===== src/rtl/apb_slave_regbank_if.sv =====
// APB bus bundle between a requester (bridge) and the register bank.
//   master : drives PSEL/PENABLE/PADDR/PWRITE/PWDATA, samples PRDATA/PREADY/PSLVERR
//   slave  : the reverse
interface apb_slave_regbank_if #(
  parameter int ADDR_WIDTH = 32,
  parameter int DATA_WIDTH = 32
);
  logic                  PSEL;
  logic                  PENABLE;
  logic [ADDR_WIDTH-1:0] PADDR;
  logic                  PWRITE;
  logic [DATA_WIDTH-1:0] PWDATA;
  logic [DATA_WIDTH-1:0] PRDATA;
  logic                  PREADY;
  logic                  PSLVERR;

  modport master (
    output PSEL, PENABLE, PADDR, PWRITE, PWDATA,
    input  PRDATA, PREADY, PSLVERR
  );

  modport slave (
    input  PSEL, PENABLE, PADDR, PWRITE, PWDATA,
    output PRDATA, PREADY, PSLVERR
  );
endinterface


===== src/rtl/apb_slave_regbank.sv =====
// APB completer holding NUM_REGS word registers.
//   PCLK      : clock, rising edge
//   PRESET    : asynchronous active-high reset
//   apb       : APB slave port (PSEL/PENABLE/PADDR/PWRITE/PWDATA in,
//               PRDATA/PREADY/PSLVERR out)
//   REG0_OUT  : register 0 contents, drives the peripheral
//   ERR_COUNT : saturating count of error responses (decode, protocol, abort)
// Every access phase is stretched by WAIT_STATES cycles. Decode errors are
// latched at setup and reported on completion; an access strobe without a
// preceding setup is answered with an immediate error.
module apb_slave_regbank #(
  parameter int ADDR_WIDTH  = 32,
  parameter int DATA_WIDTH  = 32,
  parameter int NUM_REGS    = 8,
  parameter int WAIT_STATES = 0
) (
  input  logic                  PCLK,
  input  logic                  PRESET,
  apb_slave_regbank_if.slave    apb,
  output logic [DATA_WIDTH-1:0] REG0_OUT,
  output logic [7:0]            ERR_COUNT
);

  localparam int                    IW      = (NUM_REGS > 1) ? $clog2(NUM_REGS) : 1;
  localparam logic [ADDR_WIDTH-1:0] NREGS_A = ADDR_WIDTH'(NUM_REGS);
  localparam logic [3:0]            WS      = 4'(WAIT_STATES);

  typedef enum logic {ST_IDLE, ST_ACCESS} state_e;

  state_e                             state_q, state_d;
  logic [NUM_REGS-1:0][DATA_WIDTH-1:0] regs_q;
  logic [DATA_WIDTH-1:0]              prdata_q;
  logic [3:0]                         cnt_q;
  logic                               err_q;
  logic [IW-1:0]                      idx_q;
  logic [7:0]                         errcnt_q;

  logic          setup, access, dec_err;
  logic [IW-1:0] idx;
  logic          proto_err, done, abort, err_inc;

  assign setup   = apb.PSEL & ~apb.PENABLE;
  assign access  = apb.PSEL &  apb.PENABLE;
  assign dec_err = (apb.PADDR[1:0] != 2'b00) ||
                   ({2'b00, apb.PADDR[ADDR_WIDTH-1:2]} >= NREGS_A);
  // Truncated index; only used when dec_err is clear, so it is in range.
  assign idx     = apb.PADDR[IW+1:2];

  // State register
  always_ff @(posedge PCLK or posedge PRESET) begin
    if (PRESET) state_q <= ST_IDLE;
    else        state_q <= state_d;
  end

  // Next state
  always_comb begin
    state_d = state_q;
    case (state_q)
      ST_IDLE:   if (setup) state_d = ST_ACCESS;
      ST_ACCESS: if (done || abort) state_d = ST_IDLE;
      default:   state_d = ST_IDLE;
    endcase
  end

  // Outputs / events. Response is gated by reset so a reset landing
  // mid-transfer drops PREADY at once even if the bus is still strobing.
  always_comb begin
    proto_err   = 1'b0;
    done        = 1'b0;
    abort       = 1'b0;
    apb.PREADY  = 1'b0;
    apb.PSLVERR = 1'b0;
    case (state_q)
      ST_IDLE:   proto_err = access;
      ST_ACCESS: begin
        done  = access && (cnt_q == WS);
        abort = ~access;
      end
      default: ;
    endcase
    if (!PRESET) begin
      apb.PREADY  = proto_err | done;
      apb.PSLVERR = proto_err | (done & err_q);
    end
  end

  assign err_inc = proto_err | (done & err_q) | abort;

  // Datapath
  always_ff @(posedge PCLK or posedge PRESET) begin
    if (PRESET) begin
      regs_q   <= '0;
      prdata_q <= '0;
      cnt_q    <= '0;
      err_q    <= 1'b0;
      idx_q    <= '0;
      errcnt_q <= '0;
    end else begin
      if (state_q == ST_IDLE && setup) begin
        cnt_q <= '0;
        err_q <= dec_err;
        idx_q <= idx;
        if (!apb.PWRITE) prdata_q <= dec_err ? '0 : regs_q[idx];
      end
      if (state_q == ST_ACCESS && access && !done) cnt_q <= cnt_q + 4'd1;
      // Write data is taken from the completion cycle.
      if (done && apb.PWRITE && !err_q) regs_q[idx_q] <= apb.PWDATA;
      if (err_inc && errcnt_q != 8'hFF) errcnt_q <= errcnt_q + 8'd1;
    end
  end

  assign apb.PRDATA = prdata_q;
  assign REG0_OUT   = regs_q[0];
  assign ERR_COUNT  = errcnt_q;

endmodule

===== src/flat_wrapper.sv =====
// flat-port wrapper written by rule: the top's interface ports become plain ports
module apb_slave_regbank_flat 
#(
  parameter int ADDR_WIDTH  = 32,
  parameter int DATA_WIDTH  = 32,
  parameter int NUM_REGS    = 8,
  parameter int WAIT_STATES = 0
)
  (PCLK, PRESET, REG0_OUT, ERR_COUNT, apb_PSEL, apb_PENABLE, apb_PADDR, apb_PWRITE, apb_PWDATA, apb_PRDATA, apb_PREADY, apb_PSLVERR);
  apb_slave_regbank_if #(.ADDR_WIDTH(ADDR_WIDTH), .DATA_WIDTH(DATA_WIDTH)) apb_i ();
  input  logic PCLK;
  input  logic PRESET;
  output logic [DATA_WIDTH-1:0] REG0_OUT;
  output logic [7:0] ERR_COUNT;
  input wire logic [$bits(apb_i.PSEL)-1:0] apb_PSEL;
  input wire logic [$bits(apb_i.PENABLE)-1:0] apb_PENABLE;
  input wire logic [$bits(apb_i.PADDR)-1:0] apb_PADDR;
  input wire logic [$bits(apb_i.PWRITE)-1:0] apb_PWRITE;
  input wire logic [$bits(apb_i.PWDATA)-1:0] apb_PWDATA;
  output wire logic [$bits(apb_i.PRDATA)-1:0] apb_PRDATA;
  output wire logic [$bits(apb_i.PREADY)-1:0] apb_PREADY;
  output wire logic [$bits(apb_i.PSLVERR)-1:0] apb_PSLVERR;
  assign apb_i.PSEL = apb_PSEL;
  assign apb_i.PENABLE = apb_PENABLE;
  assign apb_i.PADDR = apb_PADDR;
  assign apb_i.PWRITE = apb_PWRITE;
  assign apb_i.PWDATA = apb_PWDATA;
  assign apb_PRDATA = apb_i.PRDATA;
  assign apb_PREADY = apb_i.PREADY;
  assign apb_PSLVERR = apb_i.PSLVERR;
  apb_slave_regbank #(.ADDR_WIDTH(ADDR_WIDTH), .DATA_WIDTH(DATA_WIDTH), .NUM_REGS(NUM_REGS), .WAIT_STATES(WAIT_STATES)) u_core (.PCLK(PCLK), .PRESET(PRESET), .apb(apb_i), .REG0_OUT(REG0_OUT), .ERR_COUNT(ERR_COUNT));
endmodule

===== config.mk =====
export PLATFORM = sky130hd
export DESIGN_NAME = apb_slave_regbank_flat
export DESIGN_NICKNAME = d
export VERILOG_FILES = /design/src/rtl/apb_slave_regbank_if.sv /design/src/rtl/apb_slave_regbank.sv /design/src/flat_wrapper.sv
export SDC_FILE = /design/constraint.sdc
export NUM_CORES = 1
export LEC_CHECK = 0
export ABC_CLOCK_PERIOD_IN_PS = 11300
export CAP_MARGIN = 20
export CORE_ASPECT_RATIO = 0.6
export CORE_MARGIN = 1.5
export CORE_UTILIZATION = 51
export DETAILED_ROUTE_END_ITERATION = 7
export PLACE_DENSITY = 0.86
export SYNTH_ARGS = -nofsm -noshare
export SYNTH_HDL_FRONTEND = slang
export SYNTH_SLANG_ARGS = --single-unit

===== constraint.sdc =====
create_clock -name PCLK -period 11.3 [get_ports PCLK]
set_input_delay 2.26 -clock PCLK [delete_from_list [all_inputs] [get_ports PCLK]]
set_output_delay 2.26 -clock PCLK [all_outputs]
set_load 0.05 [all_outputs]

=== After elaboration in Yosys (flattened, before gate mapping) ===
Cells that the tools add are included.

* Equal/unequal tests: 1
* Magnitude comparators: 4
* Bitwise operators: 10
* Mux-type cells: 16
* Reductions and logical operators: 16
* Add/subtract/negate cells: 2

{| class="wikitable"
|+ Operator list
! cell !! number
|-
| $bwmux W256 || 1
|-
| $bmux W32 S3 || 1
|-
| $demux W32 S3 || 1
|-
| $mux W32 || 3
|-
| $ge A30 B4 Y1 const B || 1
|-
| $add A8 B1 Y8 const B || 1
|-
| $logic_and A1 B1 Y1 || 8
|-
| $lt A3 B4 Y1 const B || 2
|-
| $mux W4 || 2
|-
| $ne A8 B8 Y1 const B || 1
|-
| $mux W1 || 7
|-
| $add A4 B1 Y4 const B || 1
|-
| $logic_not A4 Y1 || 1
|-
| $not A1 Y1 || 4
|-
| $reduce_bool A2 Y1 || 2
|-
| $and A1 B1 Y1 || 3
|-
| $ge A3 B1 Y1 const B || 1
|-
| $or A1 B1 Y1 || 3
|-
| $logic_not A1 Y1 || 2
|-
| $logic_or A1 B1 Y1 || 2
|-
| $pmux W1 S2 || 1
|-
| $reduce_and A2 Y1 || 1
|}

* Logic and storage cells: 63
* Register bits after elaboration: 305

=== Depth between registers and ports, before layout ===
Gate-level depths: netlist of run 1.

* Word-level depth: 7
* Mapped depth: 9
* Mapped depth without buffers: 6

=== Worst setup path after synthesis of run 1 ===
OpenSTA, ideal clock, no wires.

* Kind: in2out
* From: input port apb_PENABLE
* To: output port apb_PREADY
* Path slack: 5.504 ns
* Arrival time: 3.536 ns
* Stages: 2
* Cells stage by stage: nand2_1 > a211oi_1

* Longest elaborated chain between the ends: 5

{| class="wikitable"
|+ RTL lines
! element !! RTL line !! RTL
|-
| start, declared || flat_wrapper.sv:16 || <nowiki>input wire logic [$bits(apb_i.PENABLE)-1:0] apb_PENABLE;</nowiki>
|-
| $and A1 B1 Y1 (*) || apb_slave_regbank.sv:43 || <nowiki>assign access = apb.PSEL & apb.PENABLE;</nowiki>
|-
| $logic_and A1 B1 Y1 || apb_slave_regbank.sv:76 || <nowiki>done = access && (cnt_q == WS);</nowiki>
|-
| $mux W1 || apb_slave_regbank.sv:73 || <nowiki>case (state_q)</nowiki>
|-
| $or A1 B1 Y1 (*) || apb_slave_regbank.sv:82 || <nowiki>apb.PREADY = proto_err | done;</nowiki>
|-
| $mux W1 (*) || apb_slave_regbank.sv:81 || <nowiki>if (!PRESET) begin</nowiki>
|-
| end, declared || flat_wrapper.sv:21 || <nowiki>output wire logic [$bits(apb_i.PREADY)-1:0] apb_PREADY;</nowiki>
|}

Every way passes the cells marked *; elsewhere a longest branch is shown, timed or not.

=== Worst setup path after layout of run 1 ===
* From: input port apb_PENABLE
* To: output port apb_PSLVERR

* Longest elaborated chain between the ends: 6

{| class="wikitable"
|+ RTL lines
! element !! RTL line !! RTL
|-
| $and A1 B1 Y1 (*) || apb_slave_regbank.sv:43 ||
|-
| $logic_and A1 B1 Y1 || apb_slave_regbank.sv:76 ||
|-
| $mux W1 || apb_slave_regbank.sv:73 ||
|-
| $and A1 B1 Y1 || apb_slave_regbank.sv:83 || <nowiki>apb.PSLVERR = proto_err | (done & err_q);</nowiki>
|-
| $or A1 B1 Y1 (*) || apb_slave_regbank.sv:83 ||
|-
| $mux W1 (*) || apb_slave_regbank.sv:81 ||
|-
| end, declared || flat_wrapper.sv:22 || <nowiki>output wire logic [$bits(apb_i.PSLVERR)-1:0] apb_PSLVERR;</nowiki>
|}

Marks and branches as above.

==> results.py, run 1 <==
metrics = {
    "clock_network": {
        "cts_resized": 0,
        "cts_root_buffer": "clkbuf_16",
        "cts_buffers": 27,
        "cts_setup_buffers": 0,
        "cts_tree": "built",
        "clkLatencyLatePin_ns": 0.54,
        "cts_max_level": 1,
        "path_clk_slew_ns": 0.06,
        "clockBufferDepth": 3,
        "cts_hold_buffers": 0,
        "clock_sinks": 305,
    },
    "timing": {
        "fin_crit_ns": 6.37,
        "rsz0062_at_grt": "no",
        "skew_ns": 0.0101,
        "maxSlewViolCount": 0,
        "fin_crit_sh_pct": 56.3,
        "hold_viol_final": 0,
        "relSlewSlack_pct": 37.7,
        "clock.fmax_mhz": 157,
        "setup_viol": 0,
        "tightest_slew_ns": 0.934,
        "tns_ns": 0,
    },
    "yosys": {
        "synthTopCellsByCount": "dfrtp_1, mux2_2, mux4_2",
        "yosysSeqAreaShare_pct": 55.4,
        "synthCells": 898,
        "yosysMostFrequentCell": "dfrtp_1",
        "synth_flop_cell": "dfrtp_1",
        "synth_area_leader_cell": "dfrtp_1",
        "ys.warnings.count": 0,
        "async_flop_share_pct": 100,
        "syn_area_per_cell_um2": 15.4,
        "synth-edff-count": 0,
        "netlist_area_mm2": 0.0138,
        "synth_top_cell_area_share_pct": 55.4,
        "ys_types": 41,
        "synth.area.top_cells": "dfrtp_1, mux2_2, mux4_2",
        "synth.net_count": 970,
        "synth-seq-cells": 305,
    },
    "global_route": {
        "grt_overflow": 0,
        "grt_pass1_vias": 8405,
        "grt_pass1_wl_mm": 47.7,
        "antenna_found_initial": 1,
        "track_usage_pct": 21.7,
        "grt_max_degree": 168,
    },
    "worst_setup_path": {
        "r2r_start": "u_core.state_q",
        "crit_end": "apb_PSLVERR",
        "worstSetupPathType": "input pin to primary output",
        "end_kind": "primary output",
        "ff2ff_setup_slack_ns": 7.72,
        "path_max_fanout": 6,
        "worst_r2r_endpoint": "u_core.apb.PRDATA[2]",
        "cp.arrival_ns": 4.11,
        "required_ns": 9.04,
        "reg2reg_depth": 5,
        "critPathLaunchType": "input pin",
        "crit_start": "apb_PENABLE",
    },
    "power": {
        "p_leak_nw": 7.83,
        "powerDensity_mw_per_mm2": 146,
        "finalPower_w": 0.00238,
        "peakVddDrop_uv": 110,
    },
    "die": {
        "die_y_um": 130,
        "die-area_mm2": 0.0281,
        "core_mm2": 0.0265,
        "die_x_um": 215,
        "initial_core_util_pct": 52.1,
        "rows": 46,
        "io_pins": 143,
    },
    "routing": {
        "firstDrtPassIters": 5,
        "wl_mm": 29.3,
        "drc": 0,
        "antenna_left": 0,
        "drtIter0Drc": 547,
        "vias_per_cell": 5.71,
        "wire_per_inst_um": 21.3,
        "vias": 7876,
    },
    "flow_run": {
        "cap_violations": 0,
    },
    "layout": {
        "drive_above_1_share_pct": 34.6,
        "area_growth_pct": 18.2,
        "layout.nets": 1069,
    },
    "min_path": {
        "hold_path_class": "flip-flop to flip-flop",
    },
    "placement": {
        "gp_congestion": 0.782,
        "hpwl_mm": 17.5,
        "portBuffers": 142,
    },
    "status": {
        "status": "complete, no violations",
    },
}
==> critical path, cell delays in order <==
cell and delay (ns):
clkdlybuf4s50_1 0.56, and2_1 0.21, nand3_1 0.09, a21oi_1 0.16, clkdlybuf4s50_1 0.83
==> state kept, by name (all words and copies together) (netlist names) <==
register           flops
u_core.ERR_COUNT       8
u_core.REG0_OUT       32
u_core.apb.PRDATA     32
u_core.cnt_q           4
u_core.err_q           1
u_core.idx_q           3
u_core.regs_q        224
u_core.state_q         1
==> cell families (layout without fill, tap and decap cells) <==
| group | count (synthesis) | after routing | synth area share (%) |
|---|---|---|---|
| simple gates | 95 | 95 | 3.64 |
| other cells | 0 | 2 | 0 |
| buf+inv | 90 | 209 | 3.88 |
| compound gates | 44 | 44 | 1.73 |
| fa+ha+maj | 3 | 3 | 0.272 |
| xor+xnor | 7 | 7 | 0.445 |
| flops | 305 | 305 | 55.4 |
| mux | 354 | 354 | 34.7 |
==> per-stage QoR <==
stage	worst slack, ns	std cells	area, um2	hold slack, ns	utilization (%)
detailed placement	4.93	1326	15300	0.472	57.6
floorplan	0.609	898	13800	0.452	-
global placement	4.98	1326	15300	0.462	57.6
CTS	4.94	1375	16200	0.487	61.4
global route	4.86	1377	16300	0.496	61.5
finish	4.93	1379	16300	0.481	61.5
==> power breakdown <==
part	internal [W]	switching, W
Clock	0.000625	0.000408
Sequential	0.00111	0.0000246
Combinational	0.0000785	0.000127
Total	0.00182	0.000560
==> how the worst min path moves through the flow <==
stage                     cells after the start                     to  slack, ns             startpoint
after floorplan                               1     u_core.regs_q[192]       0.45     u_core.regs_q[192]
after global placement                        1     u_core.regs_q[186]       0.46     u_core.regs_q[186]
after detailed placement                      2  u_core.apb.PRDATA[27]       0.47  u_core.apb.PRDATA[27]
after CTS                                     1     u_core.regs_q[182]       0.49     u_core.regs_q[182]
after global routing                          1     u_core.regs_q[182]       0.50     u_core.regs_q[182]
final                                         2  u_core.apb.PRDATA[29]       0.48  u_core.apb.PRDATA[29]
==> area by class of cell <==
cell class                      count  area, um2
Tap cell                          360        450
Clock buffer                       34        742
Fill cell                        1996      10200
Antenna cell                        2       5.00
Sequential cell                   305       7630
Clock inverter                     15        254
Timing Repair Buffer              155       1550
Inverter                            5       26.3
Multi-Input combinational cell    503       5640
==> cells in the final DEF, fill, tap and decap left out, types with 27 or more instances in the layout <==
master and count:
mux2_1 41, mux2i_1 33, mux2_4 30, mux2_2 186, mux4_2 64, o21ai_0 36
clkdlybuf4s50_1 139, nand2_1 47, dfrtp_1 305, clkbuf_16 27
==> layer usage <==
metal | share of wire, % | vias up | global-route usage [%]
met1 | 46 | 4193 | 30.7
met3 | 5.5 | 30 | 4.71
met4 | 1.3 | 0 | 4.11
met5 | 0 | - | 0
met2 | 47 | 179 | 35.1
li1 | - | 3474 | -
No activity file was read; power rests on OpenSTA's default activity.
==> inputs of run 2 (changes only) <==
--- a/config.mk
+++ b/config.mk
@@ -5,13 +5,13 @@
 export SDC_FILE = /design/constraint.sdc
 export NUM_CORES = 1
 export LEC_CHECK = 0
-export ABC_CLOCK_PERIOD_IN_PS = 11300
+export ABC_CLOCK_PERIOD_IN_PS = 6360
 export CAP_MARGIN = 20
 export CORE_ASPECT_RATIO = 0.6
 export CORE_MARGIN = 1.5
-export CORE_UTILIZATION = 51
+export CORE_UTILIZATION = 57
 export DETAILED_ROUTE_END_ITERATION = 7
-export PLACE_DENSITY = 0.86
+export PLACE_DENSITY = 0.9
 export SYNTH_ARGS = -nofsm -noshare
 export SYNTH_HDL_FRONTEND = slang
 export SYNTH_SLANG_ARGS = --single-unit
==> constraint.sdc (replaced) <==
create_clock -name PCLK -period 6.36 [get_ports PCLK]
set_input_delay 1.272 -clock PCLK [delete_from_list [all_inputs] [get_ports PCLK]]
set_output_delay 1.272 -clock PCLK [all_outputs]
set_load 0.05 [all_outputs]
==> run 2 against run 1 <==
  * Flip-flop and latch count is the same
  * Cell count decreased by 3.0%
  * Clock power rose by 68%
  * Power rose by 73%
  * Clock skew about the same
  * Via count increased by 1.4%
  * Global-route usage increased by 2.7 points
  * Sequential share of layout area is 0.18 points higher
  * Setup slack worse by 3.0 ns
  * Critical path type unchanged
  * Critical endpoint unchanged
  * Largest cell class unchanged
==> results.py, run 2 (synthesis gave the netlist of run 1 again) <==
metrics = {
    "routing": {
        "drc": 0,
        "antenna_left": 0,
        "firstDrtPassIters": 5,
        "met2WireLength_mm": 13.5,
        "wl_met3_mm": 1.47,
        "vias_per_cell": 5.97,
        "wire_per_inst_um": 22.0,
        "highest_layer": "met5",
        "wl_met1_mm": 14.1,
        "wl_mm": 29.4,
        "vias": 7988,
        "drtIter0Drc": 447,
    },
    "timing": {
        "setup_viol": 0,
        "maxSlewViolCount": 0,
        "fin_crit_ns": 4.38,
        "clock.fmax_mhz": 228,
        "skew_ns": 0.0104,
        "fin_crit_sh_pct": 68.9,
        "timing.hold.ws_ns": 0.482,
        "tns_ns": 0,
        "relSlewSlack_pct": 23.9,
        "setup_ws_ns": 1.98,
        "hold_viol_final": 0,
        "rsz0062_at_grt": "no",
        "tightest_slew_ns": 1.14,
    },
    "global_route": {
        "track_usage_pct": 24.4,
        "grt_pass1_vias": 8443,
        "antenna_found_initial": 1,
        "grt_overflow": 0,
        "grt_max_degree": 168,
        "grt_pass1_wl_mm": 47.5,
    },
    "status": {
        "status": "complete, no violations",
    },
    "die": {
        "initial_core_util_pct": 58.9,
        "io_pins": 143,
        "die_x_um": 204,
        "die-area_mm2": 0.0252,
        "die_y_um": 123,
        "rows": 43,
        "core_mm2": 0.0234,
    },
    "layout": {
        "insertedDiodeCount": 0,
        "area_growth_pct": 17.7,
        "largest_reg_flops": 224,
        "final_common_cell": "dfrtp_1",
        "finalCoreUtilization_pct": 69.3,
        "largest-register": "u_core.regs_q",
        "drive_above_1_share_pct": 35.2,
        "final_cell_count_no_fill": 1338,
        "layout.nets": 1073,
        "layout.cells.most_common_list": "dfrtp_1, mux2_2, clkdlybuf4s50_1, mux4_2, nand2_1",
    },
    "min_path": {
        "hold_depth": 2,
        "hold_path_class": "flip-flop to flip-flop",
    },
    "worst_setup_path": {
        "cp.buffers_inverters": 2,
        "slowest_delay_ns": 0.81,
        "reg2reg_depth": 7,
        "crit_chain": "clkdlybuf4s50_1 -> and2_1 -> nand3_1 -> a21oi_1 -> clkdlybuf4s50_1",
        "required_ns": 5.09,
        "end_kind": "primary output",
        "worstSetupPathType": "input pin to primary output",
        "cp.arrival_ns": 3.11,
        "worstSetupPathDepth": 5,
        "cp_slowest_cell": "clkdlybuf4s50_1",
        "cp_top_family": "buffers and inverters",
        "cp_common_cell": "clkdlybuf4s50_1",
        "critPathLaunchType": "input pin",
        "path_max_fanout": 6,
    },
    "clock_network": {
        "cts_hold_buffers": 0,
        "clkLatencyLatePin_ns": 0.53,
        "cts_buffers": 28,
        "clock_sinks": 305,
        "cts_setup_buffers": 0,
        "cts_max_level": 1,
        "path_clk_slew_ns": 0.06,
        "cts_resized": 0,
        "clockBufferDepth": 3,
        "cts_tree": "built",
        "cts_root_buffer": "clkbuf_16",
    },
    "placement": {
        "place_inst": 1285,
        "post-place-ws_ns": 1.71,
        "hpwl_mm": 18.0,
        "portBuffers": 142,
        "gp_congestion": 0.793,
    },
    "power": {
        "powerDensity_mw_per_mm2": 254,
        "p_leak_nw": 7.82,
        "peakVddDrop_uv": 196,
    },
    "flow_run": {
        "cap_violations": 0,
    },
}
-- run 2: changes by cell type in the layout (fill, tap and decap cells not counted), sizes merged, moves of 3 or more --
cell / previous run / this run
clkinvlp: 0 / 5
buf: 16 / 19
bufinv: 7 / 2
clkbuf: 34 / 37
-- run 2: final cells by class --
type	instances	area (um2)
Fill cell	1590	7170
Tap cell	315	394
Clock inverter	15	135
Multi-Input combinational cell	503	5640
Sequential cell	305	7630
Timing Repair Buffer	158	1580
Clock buffer	37	826
Inverter	5	22.5
-- run 2: per-stage QoR --
step,instance area [um2],power [W]
2_1_floorplan,13800,0.00227
3_3_place_gp,15200,0.00242
3_5_place_dp,15200,0.00243
4_1_cts,16200,0.00415
5_1_grt,16200,0.00426
6_report,16200,0.00412
-- run 2: path summary, 6_finish.rpt --
path,start,to,slack [ns]
worst max-delay path,apb_PENABLE,apb_PSLVERR,1.98
worst min-delay path,u_core.apb.PRDATA[22],u_core.apb.PRDATA[22],0.48
worst max register to register,u_core.cnt_q[0],u_core.regs_q[189],2.66
worst min register to register,u_core.apb.PRDATA[22],u_core.apb.PRDATA[22],0.48
max in group asynchronous,PRESET,u_core.regs_q[178],4.20
min in group asynchronous,PRESET,u_core.ERR_COUNT[2],1.05
-- run 2: power by group --
part / internal [W] / switching (W)
clock network: 0.000995 / 0.000732
registers: 0.00197 / 0.0000467
logic: 0.000141 / 0.000230
total: 0.00311 / 0.00101
-- run 2: per-layer routing --
| layer | track usage (%) | vias up |
|---|---|---|
| li1 | - | 3490 |
| met4 | 3.94 | 2 |
| met3 | 4.32 | 37 |
| met2 | 38.5 | 190 |
| met1 | 36.4 | 4269 |
| met5 | 0 | - |
-- run 2: worst reg2reg max path: stages, from the launching register on --
cell	delay, ns
dfrtp_1	0.40
inv_1	0.09
ha_1	0.16
or3b_1	0.43
or4_1	0.67
nor3b_4	0.98
buf_4	0.47
mux2_1	0.37
